`src/rtl/vga_sig_gen_if.sv`:
```
// Pixel bus between the VGA timing generator and the pattern stage / DAC.
// The master side is the generator; the slave side supplies colour and consumes timing.
interface vga_sig_gen_if;
  logic [11:0] colour_in;
  logic [9:0]  address_x;
  logic [8:0]  address_y;
  logic        vga_hs;
  logic        vga_vs;
  logic [11:0] vga_colour;
  logic        frame_start;

  modport master (
    input  colour_in,
    output address_x, address_y, vga_hs, vga_vs, vga_colour, frame_start
  );

  modport slave (
    output colour_in,
    input  address_x, address_y, vga_hs, vga_vs, vga_colour, frame_start
  );
endinterface

```
`src/rtl/vga_sig_gen.sv`:
```
// VGA timing generator: 25 MHz pixel enable from a 100 MHz clock, sync/blank/colour pipeline.
// Optional macro VGA_SIG_GEN_BORDER_EN paints a one-pixel white frame around the visible area.
module vga_sig_gen #(
  parameter int H_VIS = 640,
  parameter int H_FP  = 16,
  parameter int H_SP  = 96,
  parameter int H_BP  = 48,
  parameter int V_VIS = 480,
  parameter int V_FP  = 10,
  parameter int V_SP  = 2,
  parameter int V_BP  = 33
) (
  input logic           clk,
  input logic           reset_n,
  vga_sig_gen_if.master bus
);
  localparam int H_TOT = H_VIS + H_FP + H_SP + H_BP;
  localparam int V_TOT = V_VIS + V_FP + V_SP + V_BP;

  localparam logic [9:0] HC_LAST  = 10'(H_TOT - 1);
  localparam logic [9:0] VC_LAST  = 10'(V_TOT - 1);
  localparam logic [9:0] HS_FIRST = 10'(H_VIS + H_FP);
  localparam logic [9:0] HS_LAST  = 10'(H_VIS + H_FP + H_SP - 1);
  localparam logic [9:0] VS_FIRST = 10'(V_VIS + V_FP);
  localparam logic [9:0] VS_LAST  = 10'(V_VIS + V_FP + V_SP - 1);
  localparam logic [9:0] H_LIMIT  = 10'(H_VIS);
  localparam logic [9:0] V_LIMIT  = 10'(V_VIS);
  localparam logic [8:0] Y_HOLD   = 9'(V_VIS);

  logic [1:0]  div;
  logic        pix_en;
  logic [9:0]  hc;
  logic [9:0]  vc;
  logic        hc_wrap;
  logic        vc_wrap;
  logic        visible;
  logic        hs_active;
  logic        vs_active;
  logic [11:0] pixel;
  logic        hs_q;
  logic        vs_q;
  logic [11:0] colour_q;
  logic        frame_start_q;

  assign pix_en  = (div == 2'd3);
  assign hc_wrap = (hc == HC_LAST);
  assign vc_wrap = (vc == VC_LAST);

  // NOTE: sequential state uses non-blocking assignments so every register sees pre-edge values.
  always_ff @(posedge clk or negedge reset_n) begin
    if (!reset_n) begin
      div <= 2'd0;
      hc  <= 10'd0;
      vc  <= 10'd0;
    end else begin
      div <= div + 2'd1;
      if (pix_en) begin
        if (hc_wrap) begin
          hc <= 10'd0;
          vc <= vc_wrap ? 10'd0 : vc + 10'd1;
        end else begin
          hc <= hc + 10'd1;
        end
      end
    end
  end

  always_comb begin
    visible   = (hc < H_LIMIT) && (vc < V_LIMIT);
    hs_active = (hc >= HS_FIRST) && (hc <= HS_LAST);
    vs_active = (vc >= VS_FIRST) && (vc <= VS_LAST);
    // NOTE: pixel is given a default before any condition so no latch is inferred.
    pixel = 12'h000;
    if (visible) begin
      pixel = bus.colour_in;
    end
`ifdef VGA_SIG_GEN_BORDER_EN
    if (visible && (hc == 10'd0 || hc == H_LIMIT - 10'd1 ||
                    vc == 10'd0 || vc == V_LIMIT - 10'd1)) begin
      pixel = 12'hFFF;
    end
`endif
  end

  // Outputs trail the counters by one pixel; colour_in is sampled at the end of its pixel slot.
  always_ff @(posedge clk or negedge reset_n) begin
    if (!reset_n) begin
      hs_q          <= 1'b1;
      vs_q          <= 1'b1;
      colour_q      <= 12'h000;
      frame_start_q <= 1'b0;
    end else begin
      frame_start_q <= pix_en && hc_wrap && vc_wrap;
      if (pix_en) begin
        hs_q     <= !hs_active;
        vs_q     <= !vs_active;
        colour_q <= pixel;
      end
    end
  end

  assign bus.address_x   = hc;
  assign bus.address_y   = (vc < V_LIMIT) ? vc[8:0] : Y_HOLD;
  assign bus.vga_hs      = hs_q;
  assign bus.vga_vs      = vs_q;
  assign bus.vga_colour  = colour_q;
  assign bus.frame_start = frame_start_q;
endmodule
```
`src/flat_wrapper.sv`:
```
// flat-port wrapper written by rule: the top's interface ports become plain ports
module vga_sig_gen_flat 
#(
  parameter int H_VIS = 640,
  parameter int H_FP  = 16,
  parameter int H_SP  = 96,
  parameter int H_BP  = 48,
  parameter int V_VIS = 480,
  parameter int V_FP  = 10,
  parameter int V_SP  = 2,
  parameter int V_BP  = 33
)
  (clk, reset_n, bus_colour_in, bus_address_x, bus_address_y, bus_vga_hs, bus_vga_vs, bus_vga_colour, bus_frame_start);
  vga_sig_gen_if bus_i ();
  input logic clk;
  input logic reset_n;
  input wire logic [$bits(bus_i.colour_in)-1:0] bus_colour_in;
  output wire logic [$bits(bus_i.address_x)-1:0] bus_address_x;
  output wire logic [$bits(bus_i.address_y)-1:0] bus_address_y;
  output wire logic [$bits(bus_i.vga_hs)-1:0] bus_vga_hs;
  output wire logic [$bits(bus_i.vga_vs)-1:0] bus_vga_vs;
  output wire logic [$bits(bus_i.vga_colour)-1:0] bus_vga_colour;
  output wire logic [$bits(bus_i.frame_start)-1:0] bus_frame_start;
  assign bus_i.colour_in = bus_colour_in;
  assign bus_address_x = bus_i.address_x;
  assign bus_address_y = bus_i.address_y;
  assign bus_vga_hs = bus_i.vga_hs;
  assign bus_vga_vs = bus_i.vga_vs;
  assign bus_vga_colour = bus_i.vga_colour;
  assign bus_frame_start = bus_i.frame_start;
  vga_sig_gen #(.H_VIS(H_VIS), .H_FP(H_FP), .H_SP(H_SP), .H_BP(H_BP), .V_VIS(V_VIS), .V_FP(V_FP), .V_SP(V_SP), .V_BP(V_BP)) u_core (.clk(clk), .reset_n(reset_n), .bus(bus_i));
endmodule
```
`config.mk`:
```
export PLATFORM = sky130hd
export DESIGN_NAME = vga_sig_gen_flat
export DESIGN_NICKNAME = d
export VERILOG_FILES = /design/src/rtl/vga_sig_gen_if.sv /design/src/rtl/vga_sig_gen.sv /design/src/flat_wrapper.sv
export SDC_FILE = /design/constraint.sdc
export NUM_CORES = 1
export LEC_CHECK = 0
export BUFFER_PORTS_ARGS = -buffer_cell sky130_fd_sc_hd__buf_2
export CAP_MARGIN = 20
export CELL_PAD_IN_SITES_DETAIL_PLACEMENT = 0
export CELL_PAD_IN_SITES_GLOBAL_PLACEMENT = 1
export CORE_ASPECT_RATIO = 0.8
export CORE_MARGIN = 3
export CORE_UTILIZATION = 39
export CTS_CLUSTER_SIZE = 25
export DETAILED_ROUTE_END_ITERATION = 10
export PLACE_DENSITY_LB_ADDON = 0.3
export SLEW_MARGIN = 20
export SYNTH_ARGS = -nofsm -noshare
export SYNTH_HDL_FRONTEND = slang
export SYNTH_SLANG_ARGS = --single-unit
```
`constraint.sdc`:
```
create_clock -name clk -period 2.9 [get_ports clk]
set_input_delay 0.58 -clock clk [delete_from_list [all_inputs] [get_ports clk]]
set_output_delay 0.58 -clock clk [all_outputs]
set_load 0.01 [all_outputs]
```
==> metrics.txt <==
Antenna diodes=0; crit path DAT=2.45 ns; Hold Fails Final Rpt=0; post-route DRC violation count=0; crit start category=flip-flop; CTS tree=yes; Synth Flop Type=dfrtp_1; max-slew violations=0; Die Wd=between 80 and 90 µm; DP HPWL=around 2900 µm; Synth area leader=dfrtp_1; total number of vias=between 1000 and 1500; initial DRC count=80; most common cell after layout, fill and taps aside=buf_2; Crit path largest cell delay=between 0.4 and 0.5 ns; flop-to-flop setup slack=0.67 ns; nets=231; clk_skew=0.0109 ns; drt first pass iters=4; antenna violations before repair=0; share of the synthesized area in the top cell type=around 51%; grt total ovfl=0; Cell Area, Synth=roughly 1700 µm²; fmax=448 MHz; CP cell instances=ha_1 > nand4_1 > buf_4 > or3_1 > or4_1 > a21oi_1; Site Rows=20; synth top area cells=dfrtp_1, a22o_1, ha_1, xnor2_1, nor2_1; minimum clock period=2.23 ns; Netlist cell types=34; clock buffer depth=2; Setup Viol. Count Final=0; Post-Syn Nets=181; number of flops mapped to enable cells by yosys=0; P&R area growth vs syn=23.5%; via-per-instance ratio=just over 5; ratio of cells with drive above 1 in the final layout=29.2%; most frequent cells in the layout=buf_2, dfrtp_1, nor2_1; Final Non-Filler Cells=267; flops & latches, synth=37; cells after synthesis=161; max-cap violation count=0; Worst path slowest cell=or4_1; first-pass GRT wire length=6290 µm; async set-reset flop share out of synthesis=100%; Leakage=about 0.0011 µW; Warnings, synthesis=0; cts hold-fix bufs=0; CTS Buf Count=5; post-route ant nets=0; I/O Buffers=47; crit share post-route=about 77%; Mapped Avg Cell Area=10.7 µm²; Initial Utilization=~43%; FILL cells=roughly 380; RSZ-0062 raised after global routing=no; Die Span Y=about 66 µm; setup TNS=0 ns; clock transition at the registers of the reported paths=~0.070 ns; CTS Sinks=37; total power=around 1000 µW; GRT Overall Usage=between 10% and 20%; pwr dens=roughly 480 nW/µm²; RD Place Congestion=slightly below 0.9; Worst-Skew Late Latency=about 0.29 ns; Setup CP Type=reg2reg; H-tree Lvls=2; outcome=complete, no violations; Worst slew margin=46.5%; worst slew pin tran=roughly 0.8 ns; Core ar.=4030 µm²; drt wl/cell=around 15 µm; Ports=between 40 and 50; vias in the first global route=1320; post_cts resized=0; setup bufs post-CTS=0; Placed Cells=259; largest net degree at the start of global routing=38; sequential-to-total area share from yosys stat=between 50% and 60%; WP data required=3.12 ns; die footprint=around 5300 µm²; crit end category=flip-flop; critical path fanouts, max=10; class of the worst hold path=in2async; Max VDD drop=roughly 210 µV; CTS root buf=clkbuf_8; Post-Route WL=just under 4000 µm
==> metrics by stage <==
step	hold WS, ns	util [%]	instance area (µm²)	setup slack [ns]
after floorplan	0.284	-	1730	0.707
after global placement	0.411	50.0	2020	0.747
after detailed placement	0.433	50.0	2020	0.678
after CTS	0.403	52.9	2130	0.639
after global routing	0.433	52.9	2130	0.519
final	0.375	52.9	2130	0.666
==> worst max-delay path, delay by kind of cell (launching register included) <==
kind / cells / cell delay, ns
AND/OR/NAND/NOR: 3 / 1.06
adder cells (fa/ha/maj): 1 / 0.40
flip-flops: 1 / 0.36
buffers and inverters: 1 / 0.20
AO/OA/AOI/OAI: 1 / 0.14
==> registers in the layout (all words and copies together) (netlist names) <==
register / cells
u_core.bus.address_x: 10
u_core.div: 2
u_core.bus.vga_colour: 12
u_core.vc: 10
u_core.bus.vga_vs: 1
u_core.bus.vga_hs: 1
u_core.bus.frame_start: 1
==> report_power, final <==
group,internal [µW],switching [µW]
registers,524,4.62
logic,18.7,21.2
clock network,280,174
total,824,200
==> cell usage after synthesis, drive strengths merged, types with 5 or more instances <==
| library cell | instances |
|---|---|
| dfrtp | 35 |
| nor2 | 15 |
| a22o | 12 |
| nand3 | 10 |
| xnor2 | 8 |
| inv | 7 |
| nand2 | 7 |
| and2 | 6 |
| ha | 6 |
| xor2 | 6 |
| nor3 | 5 |
| o21ai | 5 |
==> path summary, 6_finish.rpt <==
| kind | start | end | cells after the start |
|---|---|---|---|
| max | u_core.div[0]$_DFF_PN0_ | u_core.vc[9]$_DFFE_PN0P_ | 6 |
| min in group clk | u_core.div[0]$_DFF_PN0_ | u_core.div[0]$_DFF_PN0_ | 1 |
| max reg2reg | u_core.div[0]$_DFF_PN0_ | u_core.vc[9]$_DFFE_PN0P_ | 6 |
| min reg2reg | u_core.div[0]$_DFF_PN0_ | u_core.div[0]$_DFF_PN0_ | 1 |
| min | reset_n | u_core.bus.frame_start$_DFF_PN0_ | 1 |
| max in group asynchronous | reset_n | u_core.vc[7]$_DFFE_PN0P_ | 1 |
==> per-layer routing <==
metal	vias up	global-route usage (%)	share of wire [%]
met2	53	24.0	46
met3	8	6.71	7.9
li1	663	-	-
met5	-	0	0
met4	0	5.06	1.2
met1	655	20.4	45
==> cell type report <==
class	count	area (µm²)	share of cell area, %
Clock buffer	7	86.3	4.05
Clock inverter	1	30.0	1.41
Inverter	7	26.3	1.23
Multi-Input combinational cell	111	742	34.8
Sequential cell	37	928	43.5
Tap cell	55	68.8	3.23
Timing Repair Buffer	49	250	11.7
==> logic make-up after synthesis <==
| kind of cell | synth area share (%) |
|---|---|
| and+or+nand+nor | 20.7 |
| DFF | 53.8 |
| buffers and inverters | 3.26 |
| xor gates and xnor gates | 7.10 |
| AOI/OAI and AO/OA | 10.3 |
| adders and majority gates | 4.35 |
| muxes | 0.580 |
No activity file was read; power rests on OpenSTA's default activity.
